## src/rtl/parser_head_gen_if.sv

```systemverilog
`default_nettype none
// ============================================================================
// Module      : parser_head_gen_pkg / parser_head_gen_if
// Description : Shared layer_info_t beat definition for the parser pipeline
//               and the packet word stream interface (valid/ready/last)
//               that feeds parser_head_gen.
//               Interface signals:
//                 pkt_valid  word valid          (master -> slave)
//                 pkt_data   word, first byte MSB (master -> slave)
//                 pkt_last   last word of packet (master -> slave)
//                 pkt_ready  slave can accept    (slave -> master)
// Revision    : 1.0 - initial release
// ============================================================================
package parser_head_gen_pkg;

  localparam int HEAD_WIDTH        = 512;
  localparam int TYPE_NUM          = 4;
  localparam int TYPE_OFFSET_WIDTH = 8;
  localparam int KEY_FILED_NUM     = 4;
  localparam int KEY_OFFSET_WIDTH  = 8;
  localparam int HEAD_SHIFT_WIDTH  = 8;
  localparam int META_WIDTH        = 32;
  localparam int META_SHIFT_WIDTH  = 8;

  typedef struct packed {
    logic                                      tag_valid;
    logic                                      tag_start;
    logic                                      tag_last;
    logic [HEAD_WIDTH-1:0]                     head;
    logic [TYPE_NUM*TYPE_OFFSET_WIDTH-1:0]     type_offset;
    logic [KEY_FILED_NUM-1:0]                  key_offset_v;
    logic [KEY_FILED_NUM*KEY_OFFSET_WIDTH-1:0] key_offset;
    logic [HEAD_SHIFT_WIDTH-1:0]               headShift;
    logic [META_WIDTH-1:0]                     meta;
    logic [META_SHIFT_WIDTH-1:0]               metaShift;
  } layer_info_t;

endpackage

interface parser_head_gen_if #(
  parameter int PKT_WIDTH = 128
) ();

  logic                 pkt_valid;
  logic [PKT_WIDTH-1:0] pkt_data;
  logic                 pkt_last;
  logic                 pkt_ready;

  modport master (
    output pkt_valid,
    output pkt_data,
    output pkt_last,
    input  pkt_ready
  );

  modport slave (
    input  pkt_valid,
    input  pkt_data,
    input  pkt_last,
    output pkt_ready
  );

endinterface
`default_nettype wire

```

## src/rtl/parser_head_gen.sv

```systemverilog
`default_nettype none
// ============================================================================
// Module      : parser_head_gen
// Description : Front end of the parser pipeline. Gathers consecutive packet
//               words into HEAD_WIDTH-bit head slices and emits each slice as
//               a layer_info_t beat for Parser_Layer 0, with tags set and the
//               layer-0 lookup offsets attached. Only the first MAX_SLICES
//               slices of a packet are forwarded; later words are dropped.
// Ports       : i_clk               clock
//               i_rst_n             asynchronous active-low reset
//               pkt_if              word stream (slave modport)
//               i_init_type_offset  layer-0 type offsets (index 0 in MSBs)
//               i_init_key_offset_v layer-0 key-offset valid bits
//               i_init_key_offset   layer-0 key offsets
//               i_init_head_shift   layer-0 head shift
//               o_layer_info        slice beat, valid for one cycle
//               o_pkt_cnt           packets completed
//               o_drop_word_cnt     words discarded after the header region
// Revision    : 1.0 - initial release
// ============================================================================
module parser_head_gen
  import parser_head_gen_pkg::*;
#(
  parameter int PKT_WIDTH  = 128,
  parameter int MAX_SLICES = 2,
  parameter int CNT_WIDTH  = 32
) (
  input  wire                                      i_clk,
  input  wire                                      i_rst_n,
  parser_head_gen_if.slave                         pkt_if,
  input  wire [TYPE_NUM*TYPE_OFFSET_WIDTH-1:0]     i_init_type_offset,
  input  wire [KEY_FILED_NUM-1:0]                  i_init_key_offset_v,
  input  wire [KEY_FILED_NUM*KEY_OFFSET_WIDTH-1:0] i_init_key_offset,
  input  wire [HEAD_SHIFT_WIDTH-1:0]               i_init_head_shift,
  output layer_info_t                              o_layer_info,
  output logic [CNT_WIDTH-1:0]                     o_pkt_cnt,
  output logic [CNT_WIDTH-1:0]                     o_drop_word_cnt
);

  localparam int WORDS_PER_SLICE = HEAD_WIDTH / PKT_WIDTH;
  localparam int WCNT_W = (WORDS_PER_SLICE > 1) ? $clog2(WORDS_PER_SLICE) : 1;
  localparam int SCNT_W = (MAX_SLICES > 1) ? $clog2(MAX_SLICES) : 1;
  localparam logic [WCNT_W-1:0] C_LAST_WORD  = WCNT_W'(WORDS_PER_SLICE - 1);
  localparam logic [SCNT_W-1:0] C_LAST_SLICE = SCNT_W'(MAX_SLICES - 1);

  typedef enum logic [1:0] {
    ST_IDLE   = 2'd0,
    ST_GATHER = 2'd1,
    ST_DROP   = 2'd2
  } state_t;

  state_t                                r_state;
  state_t                                w_nxt_state;
  logic [WCNT_W-1:0]                     r_wcnt,  w_nxt_wcnt;
  logic [SCNT_W-1:0]                     r_scnt,  w_nxt_scnt;
  logic [HEAD_WIDTH-1:0]                 r_head,  w_nxt_head;
  logic                                  r_ready;
  layer_info_t                           r_layer_info;
  layer_info_t                           w_beat;
  logic [CNT_WIDTH-1:0]                  r_pkt_cnt;
  logic [CNT_WIDTH-1:0]                  r_drop_cnt;

  // Packet context, captured with the first word of each packet
  logic [TYPE_NUM*TYPE_OFFSET_WIDTH-1:0]     r_ctx_type_offset;
  logic [KEY_FILED_NUM-1:0]                  r_ctx_key_offset_v;
  logic [KEY_FILED_NUM*KEY_OFFSET_WIDTH-1:0] r_ctx_key_offset;
  logic [HEAD_SHIFT_WIDTH-1:0]               r_ctx_head_shift;

  logic                  w_accept;
  logic                  w_first;
  logic                  w_complete;
  logic [WCNT_W-1:0]     w_idx;
  logic [SCNT_W-1:0]     w_sidx;
  logic [HEAD_WIDTH-1:0] w_word_ext;
  logic [HEAD_WIDTH-1:0] w_slice;

  assign w_accept  = pkt_if.pkt_valid && r_ready;
  assign pkt_if.pkt_ready = r_ready;

  // The first word of a packet is handled as slot 0 of slice 0 with an empty
  // buffer, so IDLE and GATHER share one gather/complete path.
  assign w_first    = (r_state == ST_IDLE);
  assign w_idx      = w_first ? '0 : r_wcnt;
  assign w_sidx     = w_first ? '0 : r_scnt;
  assign w_word_ext = HEAD_WIDTH'(pkt_if.pkt_data)
                      << (32'(C_LAST_WORD - w_idx) * PKT_WIDTH);
  assign w_slice    = (w_first ? '0 : r_head) | w_word_ext;
  assign w_complete = pkt_if.pkt_last || (w_idx == C_LAST_WORD);

  always_comb begin
    w_nxt_state = r_state;
    w_nxt_wcnt  = r_wcnt;
    w_nxt_scnt  = r_scnt;
    w_nxt_head  = r_head;
    w_beat      = '0;

    case (r_state)
      ST_IDLE, ST_GATHER: begin
        if (w_accept) begin
          if (w_complete) begin
            w_beat.tag_valid = 1'b1;
            w_beat.tag_start = (w_sidx == '0);
            w_beat.tag_last  = pkt_if.pkt_last || (w_sidx == C_LAST_SLICE);
            w_beat.head      = w_slice;
            // On the first word the context registers load this same cycle,
            // so the beat takes the live inputs instead.
            w_beat.type_offset  = w_first ? i_init_type_offset  : r_ctx_type_offset;
            w_beat.key_offset_v = w_first ? i_init_key_offset_v : r_ctx_key_offset_v;
            w_beat.key_offset   = w_first ? i_init_key_offset   : r_ctx_key_offset;
            w_beat.headShift    = w_first ? i_init_head_shift   : r_ctx_head_shift;
            w_nxt_head = '0;
            w_nxt_wcnt = '0;
            if (pkt_if.pkt_last) begin
              w_nxt_state = ST_IDLE;
              w_nxt_scnt  = '0;
            end else if (w_sidx == C_LAST_SLICE) begin
              w_nxt_state = ST_DROP;
              w_nxt_scnt  = '0;
            end else begin
              w_nxt_state = ST_GATHER;
              w_nxt_scnt  = w_sidx + SCNT_W'(1);
            end
          end else begin
            w_nxt_state = ST_GATHER;
            w_nxt_head  = w_slice;
            w_nxt_wcnt  = w_idx + WCNT_W'(1);
            w_nxt_scnt  = w_sidx;
          end
        end
      end
      ST_DROP: begin
        if (w_accept && pkt_if.pkt_last) begin
          w_nxt_state = ST_IDLE;
        end
      end
      default: begin
        w_nxt_state = ST_IDLE;
      end
    endcase
  end

  always_ff @(posedge i_clk or negedge i_rst_n) begin
    if (!i_rst_n) begin
      r_state <= ST_IDLE;
    end else begin
      r_state <= w_nxt_state;
    end
  end

  always_ff @(posedge i_clk or negedge i_rst_n) begin
    if (!i_rst_n) begin
      r_wcnt             <= '0;
      r_scnt             <= '0;
      r_head             <= '0;
      r_ready            <= 1'b0;
      r_layer_info       <= '0;
      r_pkt_cnt          <= '0;
      r_drop_cnt         <= '0;
      r_ctx_type_offset  <= '0;
      r_ctx_key_offset_v <= '0;
      r_ctx_key_offset   <= '0;
      r_ctx_head_shift   <= '0;
    end else begin
      r_ready      <= 1'b1;
      r_wcnt       <= w_nxt_wcnt;
      r_scnt       <= w_nxt_scnt;
      r_head       <= w_nxt_head;
      r_layer_info <= w_beat;
      if (w_accept && w_first) begin
        r_ctx_type_offset  <= i_init_type_offset;
        r_ctx_key_offset_v <= i_init_key_offset_v;
        r_ctx_key_offset   <= i_init_key_offset;
        r_ctx_head_shift   <= i_init_head_shift;
      end
      if (w_accept && pkt_if.pkt_last) begin
        r_pkt_cnt <= r_pkt_cnt + CNT_WIDTH'(1);
      end
      if (w_accept && (r_state == ST_DROP)) begin
        r_drop_cnt <= r_drop_cnt + CNT_WIDTH'(1);
      end
    end
  end

  assign o_layer_info    = r_layer_info;
  assign o_pkt_cnt       = r_pkt_cnt;
  assign o_drop_word_cnt = r_drop_cnt;

endmodule
`default_nettype wire

```

## src/flat_wrapper.sv

```systemverilog
// flat-port wrapper written by rule: the top's interface ports become plain ports
module parser_head_gen_flat import parser_head_gen_pkg::*;
#(
  parameter int PKT_WIDTH  = 128,
  parameter int MAX_SLICES = 2,
  parameter int CNT_WIDTH  = 32
)
  (i_clk, i_rst_n, i_init_type_offset, i_init_key_offset_v, i_init_key_offset, i_init_head_shift, o_layer_info, o_pkt_cnt, o_drop_word_cnt, pkt_if_pkt_valid, pkt_if_pkt_data, pkt_if_pkt_last, pkt_if_pkt_ready);
  parser_head_gen_if #(.PKT_WIDTH(PKT_WIDTH)) pkt_if_i ();
  input  wire i_clk;
  input  wire i_rst_n;
  input  wire [TYPE_NUM*TYPE_OFFSET_WIDTH-1:0] i_init_type_offset;
  input  wire [KEY_FILED_NUM-1:0] i_init_key_offset_v;
  input  wire [KEY_FILED_NUM*KEY_OFFSET_WIDTH-1:0] i_init_key_offset;
  input  wire [HEAD_SHIFT_WIDTH-1:0] i_init_head_shift;
  output layer_info_t o_layer_info;
  output logic [CNT_WIDTH-1:0] o_pkt_cnt;
  output logic [CNT_WIDTH-1:0] o_drop_word_cnt;
  input wire logic [$bits(pkt_if_i.pkt_valid)-1:0] pkt_if_pkt_valid;
  input wire logic [$bits(pkt_if_i.pkt_data)-1:0] pkt_if_pkt_data;
  input wire logic [$bits(pkt_if_i.pkt_last)-1:0] pkt_if_pkt_last;
  output wire logic [$bits(pkt_if_i.pkt_ready)-1:0] pkt_if_pkt_ready;
  assign pkt_if_i.pkt_valid = pkt_if_pkt_valid;
  assign pkt_if_i.pkt_data = pkt_if_pkt_data;
  assign pkt_if_i.pkt_last = pkt_if_pkt_last;
  assign pkt_if_pkt_ready = pkt_if_i.pkt_ready;
  parser_head_gen #(.PKT_WIDTH(PKT_WIDTH), .MAX_SLICES(MAX_SLICES), .CNT_WIDTH(CNT_WIDTH)) u_core (.i_clk(i_clk), .i_rst_n(i_rst_n), .pkt_if(pkt_if_i), .i_init_type_offset(i_init_type_offset), .i_init_key_offset_v(i_init_key_offset_v), .i_init_key_offset(i_init_key_offset), .i_init_head_shift(i_init_head_shift), .o_layer_info(o_layer_info), .o_pkt_cnt(o_pkt_cnt), .o_drop_word_cnt(o_drop_word_cnt));
endmodule
```

## config.mk

```make
export PLATFORM = sky130hd
export DESIGN_NAME = parser_head_gen_flat
export DESIGN_NICKNAME = d
export VERILOG_FILES = /design/src/rtl/parser_head_gen_if.sv /design/src/rtl/parser_head_gen.sv /design/src/flat_wrapper.sv
export SDC_FILE = /design/constraint.sdc
export NUM_CORES = 2
export LEC_CHECK = 0
export ABC_CLOCK_PERIOD_IN_PS = 1800
export CORE_AREA = 2 2 356 358
export CTS_BUF_LIST = sky130_fd_sc_hd__clkbuf_8
export DETAILED_ROUTE_END_ITERATION = 16
export DIE_AREA = 0 0 358 360
export GPL_TIMING_DRIVEN = 0
export PLACE_DENSITY = 0.62
export SYNTH_ARGS = -nofsm -noshare
export SYNTH_HDL_FRONTEND = slang
export SYNTH_SLANG_ARGS = --single-unit
export TNS_END_PERCENT = 50
```

## constraint.sdc

```tcl
create_clock -name i_clk -period 1.8 [get_ports i_clk]
set_input_delay 0.18 -clock i_clk [delete_from_list [all_inputs] [get_ports i_clk]]
set_output_delay 0.18 -clock i_clk [all_outputs]
set_load 0.005 [all_outputs]
```

==> flow_summary.json <==
{
  "status": "complete, but fails checks",
  "failed_checks": "hold timing, setup timing",
  "layout.nets": 5395,
  "port_buffers": 861,
  "total_power_mw": 66.1,
  "grt_pass1_vias": 36424,
  "overflow": 0,
  "synth_simple_gate_area_share_pct": 9.96,
  "hold_ws_ns": -0.820,
  "grt_setup_unrepaired": "true",
  "critPathLaunchType": "register",
  "die_w_um": 358,
  "cp_max_fo": 10,
  "grt_max_degree": 189,
  "cts_buffers": 204,
  "ys.warnings.count": 0,
  "synth_cells": 3782,
  "synth-xor-area-share_pct": 1.18,
  "cts_max_level": 4,
  "postLayoutSetupSlackWorst_ns": -0.318,
  "fin_crit_sh_pct": 118,
  "postRouteAntennaNets": 0,
  "cts_tree": "done",
  "arrival_ns": 2.91,
  "muxShareOfSynthArea_pct": 1.92,
  "tightest_slew_ns": 1.04,
  "yosysMostFrequentCell": "dfrtp_1",
  "yosys.area.top_type": "dfrtp_1",
  "initialDrtViolationCount": 2960,
  "nFillCells": 10505,
  "coreArea_um2": 125000,
  "crit_path_end_kind": "register",
  "cts_root_buf": "clkbuf_8",
  "synth-seq-cells": 1249,
  "hold_class": "in2async",
  "maxCapViolCount": 0,
  "critPathRequiredTime_ns": 2.59,
  "finalCriticalPeriod_ns": 2.12,
  "synth_top_family_by_area": "compound AO/OA/AOI/OAI gates",
  "pin_count": 904,
  "synth_top_area_share_pct": 68.2,
  "leakagePower_nw": 33.6,
  "drc": 0,
  "synthAdderAreaFrac_pct": 0.0546,
  "finClkSkew_ns": 0.0597,
  "ys_seq_area_share_pct": 68.2,
  "die-area_um2": 129000,
  "regArea_um2": 31300,
  "cts_hold_buf": 128,
  "drt_wl_total_um": 182000,
  "avgSynthCellArea_um2": 12.1,
  "synth_area_um2": 45800,
  "die_h_um": 360,
  "via_count": 36873,
  "crit_type": "reg2reg",
  "netlist_top_cells_count": "dfrtp_1 (1249), nor2_1 (653), a22oi_1 (384)",
  "drive_above_1_share_pct": 21.9,
  "drv_slew": 0,
  "rows": 130,
  "grt.total_usage_pct": 26.8,
  "finalSetupViolations": 1582,
  "async_flop_share_pct": 100,
  "final-hold-violation-count": 425,
  "synth_cell_type_count": 40,
  "synth_compound_area_share_pct": 15.0,
  "dr.pass1.iters": 5,
  "dpl.hpwl_um": 120000,
  "syn_to_final_growth_pct": 49.9,
  "multi_input_area_um2": 14600,
  "clock_path_buffers": 3,
  "initial_utilization_pct": 36.7,
  "max_freq_ghz": 0.472,
  "ir_drop_mv": 0.719,
  "routedWlPerCell_um": 25.9,
  "path_clk_slew_ns": 0.06,
  "slew-limit-headroom_pct": 30.7,
  "antenna_found_initial": 17,
  "ys.flop_type": "dfrtp_1",
  "grt_pass1_wl_um": 252000,
  "via_per_inst": 5.26,
  "power_density_nw_per_um2": 962,
  "clock_latency_ns": 0.96,
  "synth_edf_count": 0,
  "cts.sinks": 1249,
  "post-place-ws_ns": -1.71,
  "netlist_top_cells_area": "dfrtp_1 (68%), a22oi_1 (6.3%), nor2_1 (5.3%), a22o_1 (4.9%), a21oi_1 (3.7%)",
  "gp_congestion": 0.893
}
-- cell families after synthesis --
family                   after synthesis
adder cells (fa/ha/maj)                2
multiplexers                          78
flip-flops                          1249
XOR/XNOR                              62
other                                  2
buffers and inverters                341
AO/OA/AOI/OAI                        987
AND/OR/NAND/NOR                     1061
-- layout make-up --
class                   count  area share, %
multi-input cells        2231           21.2
well taps                1650           3.00
diodes                     16         0.0583
inverters                   4         0.0328
flip-flops and latches   1249           45.5
plain buffers             329           4.70
repair buffers           1166           19.2
clock buffers             261           5.23
clock inverters           108           1.08
-- worst paths after layout --
| path | from | endpoint | slack (ns) | cells past startpoint |
|---|---|---|---|---|
| worst min register to register | u_core.o_drop_word_cnt[31] | u_core.o_drop_word_cnt[31] | 0.47 | 1 |
| worst min-delay path | i_rst_n | u_core.r_ctx_type_offset[27] | -0.82 | 1 |
| max in group asynchronous | i_rst_n | u_core.r_head[327] | 0.15 | 4 |
| min in group i_clk | pkt_if_pkt_data[89] | u_core.r_head[217] | 0.10 | 3 |
| worst max register to register | u_core.r_state[1] | u_core.o_layer_info[161] | -0.32 | 10 |
| worst max-delay path | u_core.r_state[1] | u_core.o_layer_info[161] | -0.32 | 10 |
-- critical path, cell delays in order (launching register included) --
cell and delay (ns):
dfrtp_1 0.37, buf_6 0.14, and3b_1 0.24, buf_6 0.13
o21ai_4 0.06, buf_12 0.15, buf_6 0.11, buf_12 0.15
buf_12 0.15, buf_6 0.14, nor2_1 0.32
-- registers in the layout (all words and copies together), names as in the netlist --
name and count:
u_core.r_state 2, u_core.r_ctx_head_shift 8, u_core.o_drop_word_cnt 32, u_core.r_ctx_type_offset 32
u_core.r_head 512, u_core.r_ctx_key_offset_v 4, u_core.o_pkt_cnt 32, u_core.r_scnt 1
u_core.pkt_if.pkt_ready 1, u_core.o_layer_info 591, u_core.r_wcnt 2, u_core.r_ctx_key_offset 32
-- what timing repair did --
action                                   CTS  global route
endpoints found under the hold margin    770           310
pin swaps                                126            81
cloned                                    30            39
resized for setup                        767           696
endpoints found under the setup margin  1880          2159
buffers inserted                          55            50
-- report_power, final --
group | total [mW] | internal [mW] | switching [mW]
Clock | 25.9 | 14.0 | 12.0
Sequential | 30.6 | 29.7 | 0.931
Combinational | 9.51 | 4.17 | 5.33
-- routing by layer --
layer | up-vias | GRT usage [%] | routed length [um]
li1 | 15965 | - | -
met4 | 10 | 10.2 | 6660
met2 | 1575 | 41.2 | 85000
met3 | 340 | 7.92 | 14600
met1 | 18983 | 35.7 | 75500
met5 | - | 0 | 64
-- stage by stage --
step                      util (%)  instance area [um^2]  hold slack [ns]  cells  TNS [ns]
after global routing          55.0                 68700           -0.820   7007   -389.48
after global placement        45.4                 56700            0.462   6332         -
after detailed placement      45.5                 56900            0.183   6339  -1636.22
final                         55.0                 68700           -0.820   7014   -244.83
after floorplan                  -                 46000           -0.116   3821         0
after CTS                     52.6                 65800           -0.862   6920   -424.65
-- cell usage in the layout (no fill, tap or decap), types with 15 or more instances in the layout --
master / synthesis / final
buf_2: 169 / 79
nor2_4: 0 / 139
buf_4: 42 / 118
a22oi_1: 384 / 359
buf_8: 0 / 48
nand2_1: 180 / 179
nand3_1: 24 / 23
xnor2_1: 53 / 53
buf_6: 0 / 60
clkdlybuf4s15_1: 0 / 16
clkbuf_16: 0 / 43
diode_2: 0 / 16
clkinv_2: 0 / 20
dlygate4sd3_1: 0 / 128
buf_16: 0 / 35
clkbuf_2: 12 / 48
a22oi_2: 0 / 25
dlymetal6s2s_1: 0 / 124
and2_1: 130 / 108
a22o_1: 256 / 256
clkbuf_8: 0 / 270
nor2_1: 653 / 489
and2_4: 0 / 22
nand4_1: 31 / 31
dfrtp_2: 0 / 16
conb_1: 2 / 41
clkbuf_4: 0 / 24
inv_1: 4 / 67
clkdlybuf4s50_1: 0 / 659
dfrtp_1: 1249 / 1233
clkbuf_1: 99 / 22
nor2_2: 0 / 25
buf_12: 0 / 59
dlygate4sd2_1: 0 / 15
a21oi_1: 337 / 327
mux2_2: 78 / 78
Note: power is estimated with default switching activity, not from simulation.
